`config.mk`:
```
export PLATFORM = sky130hd
export DESIGN_NAME = io_image_scanner
export DESIGN_NICKNAME = d
export VERILOG_FILES = /design/src/rtl/io_image_scanner_pkg.sv /design/src/rtl/io_image_scanner_io_sync.sv /design/src/rtl/io_image_scanner.sv
export SDC_FILE = /design/constraint.sdc
export NUM_CORES = 2
export LEC_CHECK = 0
export CORE_UTILIZATION = 55
export CTS_BUF_LIST = sky130_fd_sc_hd__clkbuf_8
export CTS_CLUSTER_DIAMETER = 30
export DETAILED_ROUTE_END_ITERATION = 8
export GPL_TIMING_DRIVEN = 0
export MAX_ROUTING_LAYER = met4
export PLACE_DENSITY = 0.77
export SYNTH_ARGS = -nofsm -noshare
export SYNTH_HDL_FRONTEND = slang
export SYNTH_SLANG_ARGS = --single-unit
```
`constraint.sdc`:
```
create_clock -name CLK -period 2.9 [get_ports CLK]
set_clock_uncertainty 0.15 [all_clocks]
set_input_delay 0.29 -clock CLK [delete_from_list [all_inputs] [get_ports CLK]]
set_output_delay 0.29 -clock CLK [all_outputs]
set_load 0.02 [all_outputs]
```
`src/rtl/io_image_scanner_pkg.sv`:
```
// Shared definitions for the scan sequencer and its physical I/O stage.
package io_image_scanner_pkg;

  // Phase encodings shared with the scan sequencer.
  typedef enum logic [1:0] {
    ST_OUT  = 2'b00,
    ST_PROG = 2'b01,
    ST_IN   = 2'b10,
    ST_INIT = 2'b11
  } phase_t;

  localparam int unsigned IMG_WORDS = 16;
  localparam int unsigned IDX_W     = 4;

endpackage

```
`src/rtl/io_image_scanner_io_sync.sv`:
```
// Two-flop synchroniser bank for asynchronous inputs, cleared by the async reset.
module io_sync #(
  parameter int unsigned W = 1
) (
  input  logic         clk,
  input  logic         rst_n,
  input  logic [W-1:0] d,
  output logic [W-1:0] q
);

  logic [W-1:0] meta;

  always_ff @(posedge clk or negedge rst_n) begin
    if (!rst_n) begin
      meta <= '0;
      q    <= '0;
    end else begin
      meta <= d;
      q    <= meta;
    end
  end

endmodule

```
`src/rtl/io_image_scanner.sv`:
```
// Physical I/O stage behind the scan sequencer: snapshots inputs into the input image,
// commits the output image to the pins in one update, and watches the PROG phase.
module io_image_scanner
  import io_image_scanner_pkg::*;
#(
  parameter int unsigned   DW       = 16,
  parameter int unsigned   N_WORDS  = IMG_WORDS,
  parameter logic [DW-1:0] OUT_SAFE = '0,
  parameter int unsigned   WDOG_W   = 20
) (
  input  logic                  CLK,
  input  logic                  CLR,
  input  logic [1:0]            STATE,
  input  logic [4:0]            COUNT,
  input  logic [N_WORDS*DW-1:0] IN_PINS,
  output logic                  IMG_WE,
  output logic [IDX_W-1:0]      IMG_ADDR,
  output logic [DW-1:0]         IMG_DIN,
  output logic [IDX_W-1:0]      OIMG_ADDR,
  input  logic [DW-1:0]         OIMG_DOUT,
  output logic [N_WORDS*DW-1:0] OUT_PINS,
  output logic                  OUT_UPD,
  output logic                  IN_CHANGED,
  output logic                  FAULT
);

  localparam int unsigned          PW       = N_WORDS * DW;
  localparam logic [IDX_W-1:0]     LAST_IDX = IDX_W'(N_WORDS - 1);
  localparam logic [PW-1:0]        SAFE_IMG = {N_WORDS{OUT_SAFE}};
  localparam logic [N_WORDS-1:0]   LAST_BIT = N_WORDS'(1) << LAST_IDX;

  phase_t                      st;
  logic [IDX_W-1:0]            idx;
  logic                        unused_count_msb;
  logic [PW-1:0]               sync_q;
  logic [N_WORDS-1:0][DW-1:0]  snapshot;
  logic [N_WORDS-1:0][DW-1:0]  last_snapshot;
  logic [N_WORDS-1:0][DW-1:0]  staging;
  logic [N_WORDS-1:0][DW-1:0]  commit_img;
  logic                        in_prev;
  logic                        cap_valid;
  logic [IDX_W-1:0]            cap_idx;
  logic [N_WORDS-1:0]          cap_mask;
  logic                        commit;
  logic [WDOG_W-1:0]           wdog;
  logic                        fault_trip;

  assign st               = phase_t'(STATE);
  assign idx              = COUNT[IDX_W-1:0];
  assign unused_count_msb = COUNT[4];

  io_sync #(.W(PW)) u_sync (
    .clk   (CLK),
    .rst_n (CLR),
    .d     (IN_PINS),
    .q     (sync_q)
  );

  // Zero-latency image write path; the write strobe ignores WR_IMAGE on purpose.
  assign IMG_WE    = (st == ST_IN);
  assign IMG_ADDR  = idx;
  assign IMG_DIN   = snapshot[idx];
  assign OIMG_ADDR = idx;

  // Final word bypasses staging so the whole image lands in one update.
  always_comb begin
    commit_img          = staging;
    commit_img[cap_idx] = OIMG_DOUT;
    commit              = cap_valid && (cap_idx == LAST_IDX) && (&(cap_mask | LAST_BIT));
    fault_trip          = (st == ST_PROG) && (&wdog);
  end

  // Snapshot freezes for the whole IN phase so the image is coherent.
  always_ff @(posedge CLK or negedge CLR) begin
    if (!CLR) begin
      snapshot      <= '0;
      last_snapshot <= '0;
      in_prev       <= 1'b0;
      IN_CHANGED    <= 1'b0;
    end else begin
      in_prev <= (st == ST_IN);
      if (st != ST_IN) begin
        snapshot <= sync_q;
      end
      if ((st == ST_IN) && !in_prev) begin
        IN_CHANGED    <= (snapshot != last_snapshot);
        last_snapshot <= snapshot;
      end
    end
  end

  // Capture pipeline tracks which words this OUT phase has delivered.
  always_ff @(posedge CLK or negedge CLR) begin
    if (!CLR) begin
      cap_valid <= 1'b0;
      cap_idx   <= '0;
      cap_mask  <= '0;
      staging   <= '0;
    end else begin
      cap_valid <= (st == ST_OUT);
      cap_idx   <= idx;
      if (cap_valid) begin
        staging[cap_idx] <= OIMG_DOUT;
        if (commit) begin
          cap_mask <= '0;
        end else begin
          cap_mask[cap_idx] <= 1'b1;
        end
      end
    end
  end

  // Saturating PROG-phase watchdog with a sticky fault.
  always_ff @(posedge CLK or negedge CLR) begin
    if (!CLR) begin
      wdog  <= '0;
      FAULT <= 1'b0;
    end else if (st == ST_PROG) begin
      if (&wdog) begin
        FAULT <= 1'b1;
      end else begin
        wdog <= wdog + WDOG_W'(1);
      end
    end else begin
      wdog <= '0;
    end
  end

  always_ff @(posedge CLK or negedge CLR) begin
    if (!CLR) begin
      OUT_PINS <= SAFE_IMG;
      OUT_UPD  <= 1'b0;
    end else begin
      OUT_UPD <= commit;
      if (fault_trip) begin
        OUT_PINS <= SAFE_IMG;
      end else if (commit) begin
        OUT_PINS <= FAULT ? SAFE_IMG : commit_img;
      end
    end
  end

endmodule

```
==> metrics.csv <==
stage,metric,value,unit
global_routing,first-pass GRT wire length,286000,µm
synth,"Seq/Total Area, Yosys",66.3,%
worst_setup_path,Setup crit end,IMG_DIN[0],
clock_network,Num CTS Buffers,315,
placed_design,RD Place Congestion,1.00,
placed_design,Setup WS pre-CTS,-2.41,ns
clock_network,CTS max path bufs,4,
floorplan,Die Wd,331,µm
power_and_ir_drop,clock share of power,43.3,%
placed_design,post-DP HPWL,131000,µm
placed_design,Port-buffer cells,563,
worst_setup_path,CP Data Arrival Time,2.82,ns
outcome,violated checks,"hold timing, setup timing",
power_and_ir_drop,overall power,58.0,mW
detailed_routing,1st-pass router iterations,6,
worst_setup_path,worst reg-to-reg path cell count,7,
detailed_routing,Met2 Routed Length,96200,µm
detailed_routing,Via density,5.62,
worst_setup_path,Startpoint Class,input pin,
synth,Post-synth EDFFs,0,
flow_run,# Max-Cap Violations,0,
global_routing,pin count of the biggest net entering global routing,177,
synth,Post-Syn Nets,4776,
power_and_ir_drop,Psw,15.4,mW
power_and_ir_drop,Pleak,35.2,nW
synth,Post-Synth Adder-Cell Area,0.0210,%
floorplan,Initial Util,55.6,%
floorplan,Chip Height,331,µm
power_and_ir_drop,Pwr Density,741,nW/µm²
global_routing,vias in the first global route,44017,
synth,main combinational cell family by area after synthesis,multiplexers,
global_routing,Total Routing Usage GR,36.9,%
floorplan,full die area,110000,µm²
sta,period utilization,112,%
power_and_ir_drop,switching share of power,26.5,%
detailed_routing,met3 WL,15900,µm
sta,final setup vio count,17,
cells_and_area,area delta synth->final,31.2,%
synth,post-synthesis cell count,4494,
sta,minimum period implied by the final worst setup slack,3.26,ns
floorplan,Core Region,107000,µm²
sta,Slew headroom,33.4,%
power_and_ir_drop,VDD IR max,0.466,mV
cells_and_area,FF+latch area,39700,µm²
worst_setup_path,Critical Path RT,2.46,ns
worst_setup_path,Critical Path End Type,output port,
sta,max frequency,0.307,GHz
worst_hold_path,min-delay worst type,input pin to flop,
clock_network,Clock Latency Late Sink,0.98,ns
worst_setup_path,Reg2Reg Launch Point,snapshot[36],
worst_setup_path,CP max FO,10,
synth,ys flop type,dfrtp_1,
synth,YS warnings,0,
power_and_ir_drop,Flop pwr share,44.7,%
outcome,status,finished with violations,
global_routing,global route total overflow,0,
worst_setup_path,Critical Path Source,COUNT[1],
synth,mux contribution to synthesized area,17.0,%
synth,simple-gate share of the synthesized area,8.41,%
detailed_routing,via count,41808,
sta,Hold Slack,-0.165,ns
detailed_routing,antenna-violating nets left,0,
sta,final hold vios,1,
clock_network,TritonCTS clock tree,built,
power_and_ir_drop,Power Internal,42.6,mW
sta,Max Slew Vio Count,0,
cells_and_area,final net count,6043,
floorplan,std cell rows,120,
detailed_routing,DRC viols,0,
clock_network,Worst-path clk slew,0.06,ns
sta,Worst Tran Pin Value,0.998,ns
floorplan,io pins,565,
worst_setup_path,Reg-to-Reg End,IN_CHANGED,
detailed_routing,drt initial violations,4067,
synth,post-synthesis cell area,59700,µm²
cells_and_area,share of cells above drive strength 1,24.2,%
detailed_routing,total routed wirelength,195000,µm
global_routing,initial antenna violation count,35,
clock_network,Clk Tree Root Cell,clkbuf_8,
worst_setup_path,WS Path Type,input pin to output port,
synth,Post-synth ARST share,100,%
clock_network,Post-CTS Hold Buffers,273,
cells_and_area,# fillers,6770,
detailed_routing,highest metal used,met4,
synth,post-synthesis xor/xnor area fraction,3.98,%
clock_network,CTS sink cnt,1580,
detailed_routing,met1 WL,72100,µm
clock_network,H-tree depth,5,
worst_setup_path,"reg-to-reg slack, setup",-0.03,ns
cells_and_area,area of the multi-input gates,19000,µm²
synth,Seq cells post-synth,1580,
cells_and_area,Layout Cells excl Fill,7434,
sta,RSZ-0062 raised after global routing,yes,
synth,library cells used by synthesis,38,
detailed_routing,mean routed wirelength per cell,26.2,µm
power_and_ir_drop,combinational fraction of design power,12.0,%
synth,average size of a mapped cell,13.3,µm²
sta,setup ws final,-0.356,ns
synth,Compound-Gate Fraction of Synth Area,2.32,%
placed_design,Cells after DPL,6470,
## flip-flops by register name (all words and copies together), names as in the netlist
| name | cells |
|---|---|
| FAULT | 1 |
| IN_CHANGED | 1 |
| OUT_PINS | 256 |
| OUT_UPD | 1 |
| cap_idx | 4 |
| cap_mask | 15 |
| cap_valid | 1 |
| in_prev | 1 |
| last_snapshot | 256 |
| snapshot | 256 |
| staging | 256 |
| u_sync.meta | 256 |
| u_sync.q | 256 |
| wdog | 20 |
## cell families after synthesis
kind of cell | Yosys count
fa+ha+maj | 1
mux | 850
simple gates | 1228
xor+xnor | 271
flops | 1580
compound gates | 276
buf+inv | 288
## repair_timing
item,CTS,global route
pin swaps,2,1
buffers inserted,77,29
endpoints found under the hold margin,842,1
cloned,0,1
endpoints found under the setup margin,326,363
gates resized for setup,249,47
## power groups by stage
stage	Combinational, mW	Sequential [mW]	Clock, mW
floorplan	3.57	25.6	0
global placement	5.69	26.3	0
detailed placement	6.11	26.2	0
CTS	6.75	25.8	25.1
global route	7.33	26.1	26.3
finish	6.97	25.9	25.1
## layout make-up
cell class	instances	share of cell area, %
repair buffers	953	12.2
plain buffers	275	1.57
clock buffers	369	6.49
multi-input cells	2626	24.3
flip-flops and latches	1580	50.7
clock inverters	182	2.44
diodes	36	0.115
well taps	1403	2.24
inverters	10	0.0496
## worst min path at each step
stage	startpoint	end	slack, ns	cells after the start
2_1_floorplan	CLR	FAULT	-0.16	0
3_3_place_gp	u_sync.meta[164]	u_sync.q[164]	0.18	0
3_5_place_dp	CLR	u_sync.meta[41]	0.08	1
4_1_cts	COUNT[1]	cap_idx[1]	-0.25	1
5_1_grt	COUNT[1]	cap_idx[1]	-0.23	1
6_report	COUNT[1]	cap_idx[1]	-0.16	1
## cells in the mapped netlist, types with 2 or more instances
| cell type | instances | area (µm²) |
|---|---|---|
| dfrtp_1 | 1580 | 39500 |
| nand2_1 | 1044 | 3920 |
| mux2_2 | 512 | 5770 |
| mux2i_1 | 258 | 2580 |
| o21ai_1 | 240 | 1200 |
| clkbuf_1 | 189 | 709 |
| xor2_1 | 173 | 1520 |
| xnor2_1 | 98 | 858 |
| mux4_2 | 80 | 1800 |
| buf_2 | 60 | 300 |
| nor4_1 | 52 | 325 |
| nand4_1 | 41 | 257 |
| nor2_1 | 36 | 135 |
| buf_1 | 21 | 78.8 |
| o21ai_0 | 18 | 90.1 |
| a21oi_1 | 17 | 85.1 |
| nand3_1 | 10 | 50.1 |
| nor3_1 | 10 | 50.1 |
| inv_1 | 9 | 33.8 |
| buf_4 | 8 | 60.1 |
| nand2b_1 | 6 | 37.5 |
| or3_1 | 6 | 37.5 |
| nor2_2 | 4 | 25.0 |
| or2_2 | 4 | 25.0 |
| and4_1 | 3 | 26.3 |
| and3_1 | 2 | 12.5 |
| nor4_4 | 2 | 42.5 |
## layout by cell type (no fill, tap or decap), types with 6 or more instances in the layout
| cell type | n |
|---|---|
| a21oi_1 | 17 |
| buf_1 | 6 |
| buf_16 | 12 |
| buf_2 | 67 |
| buf_4 | 120 |
| buf_6 | 16 |
| bufinv_16 | 37 |
| clkbuf_1 | 162 |
| clkbuf_2 | 22 |
| clkbuf_8 | 371 |
| clkdlybuf4s50_1 | 543 |
| clkinv_2 | 42 |
| clkinv_4 | 8 |
| clkinvlp_4 | 25 |
| dfrtp_1 | 1473 |
| dfrtp_2 | 107 |
| diode_2 | 36 |
| dlygate4sd3_1 | 272 |
| inv_1 | 68 |
| inv_6 | 11 |
| mux2_2 | 512 |
| mux2i_1 | 258 |
| mux4_2 | 80 |
| nand2_1 | 1043 |
| nand2b_1 | 6 |
| nand3_1 | 10 |
| nand4_1 | 41 |
| nor2_1 | 36 |
| nor3_1 | 9 |
| nor4_1 | 49 |
| o21ai_0 | 18 |
| o21ai_1 | 240 |
| or3_1 | 6 |
| xnor2_1 | 98 |
| xor2_1 | 173 |
## layer usage
layer  track usage, %  up-vias
met4             18.3        0
met1             43.9    21555
met2             59.8     2044
met3             8.14      512
met5                -        -
li1                 -    17697
## stage by stage
stage / hold slack [ns] / utilization, % / TNS [ns] / area [µm²]
detailed placement: 0.0831 / 62.7 / -270.68 / 67300
finish: -0.165 / 72.9 / -4.93 / 78300
global placement: 0.184 / 62.5 / - / 67100
global route: -0.230 / 72.9 / -4.93 / 78300
CTS: -0.246 / 72.5 / -4.21 / 77900
floorplan: -0.156 / - / 0 / 59700
## worst max-delay path, cell delays in order
cell and delay, ns:
clkdlybuf4s15_1 0.50, clkbuf_8 0.37, clkbuf_2 0.42, mux4_2 0.44
mux4_2 0.59, buf_6 0.18
Note: power is estimated with default switching activity, not from simulation.
